===== src/rtl/note_key_tracker_if.sv =====
// rtl/note_key_tracker_if.sv - note inputs, renderer handshake and key outputs of the note tracker
// master = tracker side, slave = stimulus/renderer side.
interface note_key_tracker_if;
  logic [6:0] iNotes;
  logic       iDone;
  logic [2:0] oKey;
  logic       oPlot;
  logic       oBusy;

  modport master (input iNotes, input iDone, output oKey, output oPlot, output oBusy);
  modport slave  (output iNotes, output iDone, input oKey, input oPlot, input oBusy);
endinterface


===== src/rtl/note_key_tracker.sv =====
// rtl/note_key_tracker.sv - synchronise, debounce and priority-encode notes; paced redraw requests
// Optional NOTE_KEY_HOLD_EN: ignore the all-released code so the last note stays highlighted.
module note_key_tracker #(
  parameter int NUM_KEYS        = 7,
  parameter int DEBOUNCE_CYCLES = 50000,
  parameter int DEB_W           = 16,
  parameter int START_TIMEOUT   = 4
) (
  input  logic               iClock,
  input  logic               iReset,
  note_key_tracker_if.master bus
);

  localparam int TMO_W = $clog2(START_TIMEOUT + 1);
  localparam logic [DEB_W-1:0] DEB_MAX  = DEB_W'(DEBOUNCE_CYCLES);
  localparam logic [DEB_W-1:0] DEB_LAST = DEB_W'(DEBOUNCE_CYCLES - 1);
  localparam logic [TMO_W-1:0] TMO_LAST = TMO_W'(START_TIMEOUT - 1);

  typedef enum logic [1:0] {IDLE, REQ, WAIT_LOW, WAIT_HIGH} state_t;

  logic [NUM_KEYS-1:0] s1_q, s2_q;
  logic [NUM_KEYS-1:0] cand_q, cand_d;
  logic [NUM_KEYS-1:0] stable_q, stable_d;
  logic [DEB_W-1:0]    cnt_q, cnt_d;
  state_t              state_q, state_d;
  logic [2:0]          key_q, key_d;
  logic [2:0]          last_q, last_d;
  logic [TMO_W-1:0]    tmo_q, tmo_d;
  logic [2:0]          target;
  logic                send_ok;

  always_ff @(posedge iClock) begin
    if (iReset) begin
      s1_q     <= '0;
      s2_q     <= '0;
      cand_q   <= '0;
      stable_q <= '0;
      cnt_q    <= '0;
      state_q  <= IDLE;
      key_q    <= '0;
      last_q   <= '0;
      tmo_q    <= '0;
    end else begin
      s1_q     <= bus.iNotes;
      s2_q     <= s1_q;
      cand_q   <= cand_d;
      stable_q <= stable_d;
      cnt_q    <= cnt_d;
      state_q  <= state_d;
      key_q    <= key_d;
      last_q   <= last_d;
      tmo_q    <= tmo_d;
    end
  end

  // Whole-vector debounce: any bit change restarts the stability count.
  always_comb begin
    cand_d   = cand_q;
    cnt_d    = cnt_q;
    stable_d = stable_q;
    if (s2_q != cand_q) begin
      cand_d = s2_q;
      cnt_d  = '0;
    end else begin
      if (cnt_q != DEB_MAX) cnt_d = cnt_q + 1'b1;
      if (cnt_q == DEB_LAST) stable_d = cand_q;
    end
  end

  always_comb begin
    target = '0;
    for (int i = NUM_KEYS - 1; i >= 0; i--) begin
      if (stable_q[i]) target = 3'(i + 1);
    end
  end

`ifdef NOTE_KEY_HOLD_EN
  assign send_ok = (target != 3'd0) && (target != last_q);
`else
  assign send_ok = (target != last_q);
`endif

  // lastSent only advances once the renderer has actually drawn the frame.
  always_comb begin
    state_d = state_q;
    key_d   = key_q;
    last_d  = last_q;
    tmo_d   = tmo_q;
    case (state_q)
      IDLE: begin
        if (send_ok && bus.iDone) begin
          state_d = REQ;
          key_d   = target;
        end
      end
      REQ: begin
        state_d = WAIT_LOW;
        tmo_d   = '0;
      end
      WAIT_LOW: begin
        if (!bus.iDone) begin
          state_d = WAIT_HIGH;
        end else if (tmo_q == TMO_LAST) begin
          state_d = IDLE;
        end else begin
          tmo_d = tmo_q + 1'b1;
        end
      end
      WAIT_HIGH: begin
        if (bus.iDone) begin
          last_d  = key_q;
          state_d = IDLE;
        end
      end
      default: state_d = IDLE;
    endcase
  end

  assign bus.oKey  = key_q;
  assign bus.oPlot = (state_q == REQ);
  assign bus.oBusy = (state_q != IDLE);

endmodule


===== src/flat_wrapper.sv =====
// flat-port wrapper written by rule: the top's interface ports become plain ports
module note_key_tracker_flat 
#(
  parameter int NUM_KEYS        = 7,
  parameter int DEBOUNCE_CYCLES = 50000,
  parameter int DEB_W           = 16,
  parameter int START_TIMEOUT   = 4
)
  (iClock, iReset, bus_iNotes, bus_iDone, bus_oKey, bus_oPlot, bus_oBusy);
  note_key_tracker_if bus_i ();
  input  logic iClock;
  input  logic iReset;
  input wire logic [$bits(bus_i.iNotes)-1:0] bus_iNotes;
  input wire logic [$bits(bus_i.iDone)-1:0] bus_iDone;
  output wire logic [$bits(bus_i.oKey)-1:0] bus_oKey;
  output wire logic [$bits(bus_i.oPlot)-1:0] bus_oPlot;
  output wire logic [$bits(bus_i.oBusy)-1:0] bus_oBusy;
  assign bus_i.iNotes = bus_iNotes;
  assign bus_i.iDone = bus_iDone;
  assign bus_oKey = bus_i.oKey;
  assign bus_oPlot = bus_i.oPlot;
  assign bus_oBusy = bus_i.oBusy;
  note_key_tracker #(.NUM_KEYS(NUM_KEYS), .DEBOUNCE_CYCLES(DEBOUNCE_CYCLES), .DEB_W(DEB_W), .START_TIMEOUT(START_TIMEOUT)) u_core (.iClock(iClock), .iReset(iReset), .bus(bus_i));
endmodule

===== config.mk =====
export PLATFORM = sky130hd
export DESIGN_NAME = note_key_tracker_flat
export DESIGN_NICKNAME = d
export VERILOG_FILES = /design/src/rtl/note_key_tracker_if.sv /design/src/rtl/note_key_tracker.sv /design/src/flat_wrapper.sv
export SDC_FILE = /design/constraint.sdc
export NUM_CORES = 1
export LEC_CHECK = 0
export ABC_AREA = 1
export BUFFER_PORTS_ARGS = -buffer_cell sky130_fd_sc_hd__clkbuf_2
export CORE_ASPECT_RATIO = 0.9
export CORE_UTILIZATION = 60
export CTS_BUF_LIST = sky130_fd_sc_hd__clkbuf_2 sky130_fd_sc_hd__clkbuf_4 sky130_fd_sc_hd__clkbuf_8
export CTS_CLUSTER_SIZE = 20
export DETAILED_ROUTE_END_ITERATION = 16
export GPL_ROUTABILITY_DRIVEN = 0
export HOLD_SLACK_MARGIN = 0.05
export PLACE_DENSITY = 0.85
export SKIP_CTS_REPAIR_TIMING = 1
export SYNTH_ARGS = -nofsm -noshare
export SYNTH_HDL_FRONTEND = slang
export SYNTH_SLANG_ARGS = --single-unit

===== constraint.sdc =====
create_clock -name iClock -period 2.1 [get_ports iClock]
set_input_delay 0.105 -clock iClock [delete_from_list [all_inputs] [get_ports iClock]]
set_output_delay 0.105 -clock iClock [all_outputs]
set_load 0.01 [all_outputs]

==> impl_metrics.tcl <==
set metrics [dict create \
    netlist_top_cells_count "inv_1, dfxtp_1, nor2_1, nand2_1, a21oi_1" \
    grt_usage 0.194 \
    finalSetupViolCount 0 \
    cts_buffers 5 \
    die_h_um 61.4 \
    cts.path.max_buffers 2 \
    ctsRootBufferMaster "clkbuf_8" \
    fillerInstances 304 \
    max_slew_margin 0.606 \
    grt_start_max_net_pins 28 \
    yosysWarnings 0 \
    syn_nets 328 \
    crit_path_max_fanout 14 \
    synth_edf_count 0 \
    drive_gt1_frac 0.118 \
    diodes 0 \
    ir_drop_mv 0.526 \
    power_density_nw_per_um2 723 \
    worst_clock_skew_ps 7.88 \
    grt_pass1_wl_um 6100 \
    vias 1904 \
    cp_num_buf_inv 0 \
    overflow 0 \
    period_minus_slack_ps 1830 \
    fmax_ghz 0.546 \
    cts_tree "built" \
    finalSetupTns_ps 0 \
    synth_cells 314 \
    syn_avg_cell_area_um2 7.48 \
    cp_top_family "simple AND/OR/NAND/NOR gates" \
    ios 15 \
    drcViolationCount 0 \
    syn-cell-area_um2 2350 \
    cp_cell_sequence "ha_1, nand2_2, nor2_4, nand3_1, nor3_2, nand3_1, o21ai_0, a21oi_1" \
    ant_nets 0 \
    io_buffer_count 14 \
    fp.dieArea_um2 4170 \
    fin_crit_sh 0.872 \
    critPathLaunchType "flip-flop" \
    ys_ff_latch 55 \
    slowest_stage "dfxtp_1" \
    yosysSeqAreaShare 0.469 \
    core_area_um2 3730 \
    start_util 0.630 \
    pre_cts_ws_ps 269 \
    synthDistinctLibCells 27 \
    routed_wl_um 3810 \
    outcome "finished, final reports clean" \
    ys.flop_type "dfxtp_1" \
    area_delta_synth_final_pct 11.8 \
    hold_violations 0 \
    fin_nets 351 \
    htreeDepth 2 \
    worst_slack_ps 269 \
    post-synth-top-area-fraction 0.469 \
    worstSetupPathType "flip-flop to flip-flop" \
    die_w_um 68.0 \
    dp_hpwl_um 2690 \
    antenna_found_initial 0 \
    worstPathArrival_ps 2030 \
    leakage_nw 1.13 \
    wl_per_cell_um 9.93 \
    crit_required_ps 2300 \
    cts.clk_slew.worst_paths_ps 110 \
    async_flop_share 0 \
    drt-pass1-iter-count 4 \
    end_kind "flip-flop" \
    critPathMaxStageDelay_ps 390 \
    grt_pass1_vias 1567 \
    rows 21 \
    min_path_type "primary input to flip-flop" \
    post_drt_via_cell_ratio 4.96 \
    slew_violations 0 \
    maxCapViolations 0 \
    drt-initial-drc-count 73 \
    yosysTopAreaCell "dfxtp_1" \
    synth.most_common_cell "inv_1" \
    rsz0062_at_grt "false" \
    crit_top_cell "nand3_1" \
    tightest_slew_ps 591 \
    clock_latency_ps 320 \
    cts_num_sinks 55 \
    synth_area_leaders "dfxtp_1, inv_1, nor2_1" \
]
==> routing by layer <==
layer,track usage,part of all wire,up-vias
li1,-,-,1025
met1,0.231,0.47,852
met2,0.343,0.49,22
met3,0.0444,0.024,5
met4,0.0714,0.0089,0
met5,0,0,-
==> flip-flops by register name, summed over array words and instances, names as in the netlist <==
register / flops
u_core.bus.oKey: 3
u_core.cand_q: 7
u_core.stable_q: 7
u_core.state_q: 2
u_core.tmo_q: 3
u_core.cnt_q: 16
u_core.last_q: 3
u_core.s1_q: 7
u_core.s2_q: 7
==> logic make-up (layout without fill, tap and decap cells) <==
logic type	count (synthesis)	in the layout	synth area share
buffers and inverters	68	92	0.109
AND/OR/NAND/NOR	134	134	0.267
AO/OA/AOI/OAI	45	45	0.104
flip-flops	55	55	0.469
XOR/XNOR	8	8	0.0298
adder cells (fa/ha/maj)	4	4	0.0213
==> path summary, 6_finish.rpt <==
check	startpoint	endpoint	slack, ps	cells past startpoint
worst min register to register	u_core.s1_q[0]$_SDFF_PP0_	u_core.s2_q[0]$_SDFF_PP0_	410	2
worst max-delay path	u_core.cnt_q[1]$_SDFFE_PP0P_	u_core.stable_q[2]$_SDFFE_PP0P_	270	8
worst max register to register	u_core.cnt_q[1]$_SDFFE_PP0P_	u_core.stable_q[2]$_SDFFE_PP0P_	270	8
worst min-delay path	bus_iDone	u_core.state_q[0]$_SDFFE_PP0P_	170	5
==> layout make-up <==
cell class	count	area (um^2)	area share
repair buffers	21	140	0.0533
inverters	63	236	0.0900
clock inverters	3	31.3	0.0119
flip-flops and latches	55	1100	0.419
well taps	46	57.6	0.0219
clock buffers	5	68.8	0.0262
multi-input cells	191	992	0.378
==> worst min-delay path: cells and delay by family <==
family,cells,cell delay [ps]
AND/OR/NAND/NOR,4,200
buffers and inverters,1,140
==> cell usage in the layout (no fill, tap or decap) <==
master,instances
a211oi_2,1
a21oi_1,21
a31oi_1,4
clkbuf_2,14
clkbuf_8,5
clkinv_4,1
dfxtp_1,55
dlygate4sd3_1,7
ha_1,4
inv_1,61
inv_2,2
inv_8,2
nand2_1,44
nand2_2,2
nand3_1,15
nand3_2,3
nand4_1,8
nor2_1,47
nor2_2,4
nor2_4,4
nor3_1,4
nor3_2,1
nor4_2,1
o21a_1,2
o21ai_0,12
o21ai_1,4
o22ai_1,1
or2_0,1
xnor2_1,2
xor2_1,6
==> power breakdown <==
part	leakage (nW)	total (W)	switching, W	internal [W]
sequential	0.447	0.00109	0.0000225	0.00107
combinational	0.628	0.000167	0.000104	0.0000634
clock	0.0522	0.000638	0.000384	0.000254
==> metrics by stage <==
| stage | cell area (um^2) | hold slack, ps | cells | util | power [W] |
|---|---|---|---|---|---|
| 2_1_floorplan | 2350 | 212 | 314 | - | 0.00123 |
| 3_3_place_gp | 2460 | 298 | 369 | 0.659 | 0.00127 |
| 3_5_place_dp | 2460 | 303 | 369 | 0.659 | 0.00127 |
| 4_1_cts | 2560 | -38.9 | 377 | 0.685 | 0.00190 |
| 5_1_grt | 2630 | 210 | 384 | 0.704 | 0.00198 |
| 6_report | 2630 | 169 | 384 | 0.704 | 0.00190 |
Power figures use the tool's default switching activity.
